--- config.mk ---
export PLATFORM = sky130hd
export DESIGN_NAME = vec_mag_iter
export DESIGN_NICKNAME = d
export VERILOG_FILES = /design/src/rtl/vec_mag_iter.sv
export SDC_FILE = /design/constraint.sdc
export NUM_CORES = 1
export LEC_CHECK = 0
export ABC_AREA = 1
export CAP_MARGIN = 0
export CORE_MARGIN = 5
export CORE_UTILIZATION = 30
export DETAILED_ROUTE_END_ITERATION = 12
export SLEW_MARGIN = 40
export SYNTH_ARGS = -nofsm -noshare
export SYNTH_HDL_FRONTEND = slang
export SYNTH_SLANG_ARGS = --single-unit
--- constraint.sdc ---
create_clock -name clk -period 10.3 [get_ports clk]
set_input_delay 1.03 -clock clk [delete_from_list [all_inputs] [get_ports clk]]
set_output_delay 1.03 -clock clk [all_outputs]
set_load 0.005 [all_outputs]
--- src/rtl/vec_mag_iter.sv ---
// Iterative vector magnitude: mag_out = sqrt(x^2 + y^2) via a bit-serial integer square root.
// Optional round-to-nearest stage enabled by defining VEC_MAG_ROUND_EN.
module vec_mag_iter #(
    parameter int W = 8
) (
    input  logic         clk,
    input  logic         rst_n,
    input  logic         ena,
    input  logic         in_valid,
    output logic         in_ready,
    input  logic [W-1:0] x_in,
    input  logic [W-1:0] y_in,
    output logic         out_valid,
    input  logic         out_ready,
    output logic [W:0]   mag_out,
    output logic         busy
);

    typedef enum logic [2:0] {
        IDLE,
        SQUARE,
        ROOT,
        DONE
`ifdef VEC_MAG_ROUND_EN
        , ROUND
`endif
    } state_t;

    state_t         state;
    logic [W-1:0]   x_r;
    logic [W-1:0]   y_r;
    logic [2*W+1:0] s_sh;
    logic [W+3:0]   rem;
    logic [W:0]     root;
    logic [4:0]     cnt;

    logic [2*W:0]   sq;
    logic [W+3:0]   rem_sh;
    logic [W+3:0]   trial;
    logic [W+3:0]   rem_nx;
    logic [W:0]     root_nx;

    assign in_ready = rst_n & ena & (state == IDLE);
    assign busy     = (state != IDLE);

    // One restoring step: bring down the next two radicand bits, try (4r+1).
    always_comb begin
        sq      = (2*W+1)'(x_r) * (2*W+1)'(x_r) + (2*W+1)'(y_r) * (2*W+1)'(y_r);
        rem_sh  = (rem << 2) | (W+4)'(s_sh[2*W+1 -: 2]);
        trial   = (W+4)'({root, 2'b01});
        rem_nx  = rem_sh;
        root_nx = {root[W-1:0], 1'b0};
        if (rem_sh >= trial) begin
            rem_nx  = rem_sh - trial;
            root_nx = {root[W-1:0], 1'b1};
        end
    end

    always_ff @(posedge clk or negedge rst_n) begin
        if (!rst_n) begin
            state     <= IDLE;
            x_r       <= '0;
            y_r       <= '0;
            s_sh      <= '0;
            rem       <= '0;
            root      <= '0;
            cnt       <= '0;
            mag_out   <= '0;
            out_valid <= 1'b0;
        end else if (ena) begin
            case (state)
                IDLE: begin
                    if (in_valid) begin
                        x_r   <= x_in;
                        y_r   <= y_in;
                        state <= SQUARE;
                    end
                end
                SQUARE: begin
                    s_sh  <= {1'b0, sq};
                    rem   <= '0;
                    root  <= '0;
                    cnt   <= 5'(W);
                    state <= ROOT;
                end
                ROOT: begin
                    s_sh <= s_sh << 2;
                    rem  <= rem_nx;
                    root <= root_nx;
                    cnt  <= cnt - 5'd1;
                    if (cnt == '0) begin
`ifdef VEC_MAG_ROUND_EN
                        state <= ROUND;
`else
                        mag_out   <= root_nx;
                        out_valid <= 1'b1;
                        state     <= DONE;
`endif
                    end
                end
`ifdef VEC_MAG_ROUND_EN
                ROUND: begin
                    mag_out   <= (rem > (W+4)'(root)) ? root + (W+1)'(1) : root;
                    out_valid <= 1'b1;
                    state     <= DONE;
                end
`endif
                DONE: begin
                    if (out_ready) begin
                        out_valid <= 1'b0;
                        state     <= IDLE;
                    end
                end
                default: state <= IDLE;
            endcase
        end
    end

endmodule

# Word level (Yosys, flattened, before mapping)
# Index checks and enable logic that the tools add are counted.
dict set report totals {
  reg_bits 71
  n_memories 0
  romBits 0
  latch_bits 0
  input_bits 21
  output_inout_bits 12
  ram_bits 0
}
dict set report classes {
  n_lt_le_gt_ge 1
  muxes 13
  multipliers 2
  n_div 0
  add_sub_neg 3
  n_reduce_logical 10
  shift 0
  eq_ne 6
  bitwise 3
}
# cell count
set op_table {}
lappend op_table {{case mux 18 bit (2 select lines)} 1}
lappend op_table {{multiplier 8 x 8 -> 16 bit} 2}
lappend op_table {{case mux 10 bit (2 select lines)} 1}
lappend op_table {{case mux 9 bit (2 select lines)} 1}
lappend op_table {{adder 16 x 16 -> 17 bit} 1}
lappend op_table {{greater-or-equal comparator 12 x 11 -> 1 bit} 1}
lappend op_table {{OR 12 x 2 -> 12 bit} 1}
lappend op_table {{case mux 3 bit (4 select lines)} 1}
lappend op_table {{2-to-1 mux 10 bit} 1}
lappend op_table {{case mux 5 bit (2 select lines)} 1}
lappend op_table {{subtractor 10 bit} 1}
lappend op_table {{2-to-1 mux 3 bit} 3}
lappend op_table {{AND reduction 4 bit} 2}
lappend op_table {{equality test 3 x 2 -> 1 bit, second input constant} 2}
lappend op_table {{!= test 2 bit, second input constant} 3}
lappend op_table {{AND reduction 3 bit} 2}
lappend op_table {{logical NOT 5 bit} 1}
lappend op_table {{subtractor 5 x 1 -> 5 bit, second input constant} 1}
lappend op_table {{nonzero test 2 bit} 2}
lappend op_table {{equality test 3 x 1 -> 1 bit, second input constant} 1}
lappend op_table {{logical NOT 3 bit} 1}
lappend op_table {{2-to-1 mux 1 bit} 3}
lappend op_table {{nonzero test 3 bit} 1}
lappend op_table {{AND 1 bit} 2}
lappend op_table {{2 further kinds} 2}

# Logic depth before layout (Yosys ltp)
dict set report logic_depth {
  depth_word 4
  depth_mapped 27
  depth_no_buf 26
}

# Worst setup path after synthesis
# OpenSTA, ideal clock, no wires.
dict set report synth_timing {
  kind {register -> register}
  from {register y_r[2]}
  to {register s_sh[14]}
  arrival_time_ns 4.869
  n_path_buf 1
  path_slack_ns 5.310
  stages_incl_launch_ff 21
  synth_period_minus_slack_ns 4.990
  cell_sequence {dfrtp_1 > clkbuf_1 > nand2_1 > fa_1 > inv_1 > fa_1 > fa_1 > fa_1 > fa_1 > inv_1 > fa_1 > inv_1 > ha_1 > nand2_1 > inv_1 > a21oi_1 > nand2_1 > nand3_1 > nand3_1 > nand3_1 > nand2_1}
}
dict set report synth_between {
  elab_chain_len 3
}
# element line
set synth_lines {}
lappend synth_lines {{start, declared} 31} ;# logic [W-1:0] y_r;
lappend synth_lines {{start signal, assigned} 75} ;# y_r <= y_in;
lappend synth_lines {{multiplier 8 x 8 -> 16 bit} 48} ;# sq = (2*W+1)'(x_r) * (2*W+1)'(x_r) + (2*W+1)'(y_r) * (2*W+1)'(y_r);
lappend synth_lines {{adder 16 x 16 -> 17 bit} 48}
lappend synth_lines {{case mux 18 bit (2 select lines)} 71} ;# case (state)
lappend synth_lines {{end signal, assigned} 80} ;# s_sh <= {1'b0, sq};
lappend synth_lines {{end signal, assigned} 87} ;# s_sh <= s_sh << 2;
lappend synth_lines {{end, declared} 32} ;# logic [2*W+1:0] s_sh;
# No other way between the ends.
# A chain may end at the register's enable or synchronous reset.

# Final worst setup path
dict set report layout_timing {
  from {register y_r[7]}
  to {register s_sh[16]}
}
# Same word-level chain as after synthesis.

==> impl_metrics.tcl <==
set metrics [dict create \
    start_util_pct 30.4 \
    ctsResizeCount 0 \
    via_per_inst 4.42 \
    grt_pass1_vias 5548 \
    synth_most_common_cell "inv_1" \
    ant_nets 0 \
    fill_cells 2474 \
    die_h_um 164 \
    grt_start_max_net_pins 68 \
    fin_ws_ns 5.10 \
    io_buffers 32 \
    design_area_mm2 0.00804 \
    core.rowCount 56 \
    ys_ff_latch 70 \
    cp.arrival_ns 5.42 \
    hold_slack_ns 0.472 \
    avgRoutedWirePerCell_um 12.3 \
    tns_ns 0 \
    ioPinCount 33 \
    period_share_pct 50.4 \
    cap_viol_max_count 0 \
    clock_sinks 70 \
    ys_top_cells_by_area "dfrtp_1 25%, fa_1 21%, ha_1 12%, inv_1 11%, nand2_1 11%" \
    vias 5366 \
    worst_clock_skew_ns 0.00835 \
    syn_to_final_growth_pct 12.5 \
    r2r_cells 21 \
    clock.fmax_ghz 0.192 \
    outcome "finished clean" \
    antenna_found_initial 0 \
    numCtsBuffers 9 \
    fin_nets 1057 \
    core_area_mm2 0.0235 \
    path_clk_slew_ns 0.07 \
    synth_ff_type "dfrtp_1" \
    synth_top_area_share_pct 24.5 \
    root_buffer "clkbuf_16" \
    endpoint_kind "register" \
    min_path_type "input pin to async pin" \
    drt_wl_total_um 14900 \
    ys_warn_count 0 \
    synth_common_cells "206 x inv_1, 205 x nand2_1, 76 x fa_1" \
    synth_top_area_cell "dfrtp_1" \
    synth_fp_nets 1041 \
    remaining_drc_errors 0 \
    preCtsSetupSlack_ns 5.10 \
    maxSlewViolCount 0 \
    r2r_slack_ns 5.10 \
    cts_tree "done" \
    yosysUniqueCellTypes 35 \
    post-cts-setup-buffers 0 \
    max_slew_margin_pct 56.8 \
    synth_edf_count 0 \
    async_reset_ff_share_pct 100 \
    fp.dieW_um 164 \
    required_ns 10.53 \
    avgSynthCellArea_um2 8.18 \
    worstSetupPathType "register to register" \
    synthCells 873 \
    htreeDepth 3 \
    holdBufCountCts 0 \
    dieArea_mm2 0.0270 \
    drive_above_1_share_pct 4.81 \
    grt_pass1_wl_um 25900 \
    dr.pass1.iters 5 \
    layout_min_cycle_time_ns 5.20 \
    dpl_cell_area_mm2 0.00775 \
    dp_hpwl_um 11800 \
    grt_overflow 0 \
    startpoint_type "register" \
    gp_congestion 0.847 \
    dr.first_iter.drc_count 253 \
    hold_viol 0 \
    antenna_cells 0 \
    grtUsageTotal_pct 11.8 \
    cts_max_path_buffers 2 \
    rsz0062_at_grt "false" \
    tightest_slew_ns 0.648 \
    path_max_fanout 8 \
    setup_viol 0 \
    insertion_delay_ns 0.35 \
    seq_area_frac_synth_pct 24.5 \
    netlist_area_mm2 0.00714 \
]
## cell families (layout without fill, tap and decap cells)
group | Yosys count | count (layout) | synth area share [%]
simple gates | 314 | 314 | 19.2
buf+inv | 237 | 258 | 12.8
flops | 70 | 70 | 24.5
xor+xnor | 15 | 15 | 1.84
mux | 9 | 9 | 1.42
fa+ha+maj | 147 | 147 | 33.7
compound gates | 81 | 81 | 6.52
## layout make-up
cell class,instances,area (µm²),share of cell area [%]
Clock inverter,7,62.6,0.779
Timing Repair Buffer,34,337,4.19
Tap cell,319,399,4.97
Sequential cell,70,1750,21.8
Inverter,208,781,9.72
Multi-Input combinational cell,566,4480,55.7
Clock buffer,9,225,2.80
## placed cells by master (no fill, tap or decap), drive strengths merged
master / netlist / layout
inv: 208 / 212
nand2: 209 / 209
fa: 76 / 76
ha: 71 / 71
dfrtp: 70 / 70
nor2: 43 / 43
nand3: 40 / 40
clkdlybuf4s50: 0 / 31
o21ai: 28 / 28
a21oi: 26 / 26
nand4: 14 / 14
a22oi: 11 / 11
xnor2: 9 / 9
o22ai: 9 / 9
mux2: 9 / 9
clkbuf: 23 / 9
xor2: 6 / 6
nand3b: 5 / 5
o211ai: 4 / 4
buf: 6 / 3
o21bai: 2 / 2
nor3: 2 / 2
clkinv: 0 / 2
and3: 1 / 1
a21o: 1 / 1
clkinvlp: 0 / 1
## metrics by stage
stage | utilization, % | instances
final | 34.2 | 1213
after global routing | 34.2 | 1213
after CTS | 34.2 | 1213
after detailed placement | 33.0 | 1197
after global placement | 33.0 | 1197
after floorplan | - | 873
## flip-flops by register name (all words and copies together), names as in the netlist
| signal | flops |
|---|---|
| out_valid | 1 |
| s_sh | 18 |
| rem | 10 |
| mag_out | 9 |
| y_r | 8 |
| state | 2 |
| cnt | 5 |
| x_r | 8 |
| root | 9 |
## metal layers
layer	global-route usage (%)	vias up	wire length [µm]
li1	-	2695	-
met1	15.5	2559	7100
met2	19.9	95	7000
met3	2.71	17	611
met4	2.67	0	175
met5	0	-	0
## critical path, cell delays in order (launching register included)
cell and delay [ns]:
dfrtp_1 0.53, nand2_1 0.14, fa_1 0.55, inv_1 0.07
fa_1 0.50, fa_1 0.51, fa_1 0.53, fa_1 0.55
inv_1 0.05, fa_1 0.52, inv_1 0.04, ha_1 0.34
nand2_1 0.10, nand2_1 0.07, nand2_1 0.06, nand2_1 0.04
inv_1 0.09, nor2_1 0.04, nor2_1 0.12, nand3_1 0.08
nand3_1 0.09, nand2_1 0.05
## path summary, 6_finish.rpt
check / endpoint / from
min: rem[8] / rst_n
max: s_sh[16] / y_r[7]
min in group clk: cnt[4] / cnt[4]
max reg2reg: s_sh[16] / y_r[7]
min reg2reg: cnt[4] / cnt[4]
max in group asynchronous: s_sh[10] / rst_n
Power is left out: the tool's default activity adds up to more than one toggle a clock period on the data nets, which glitch-free logic cannot reach.
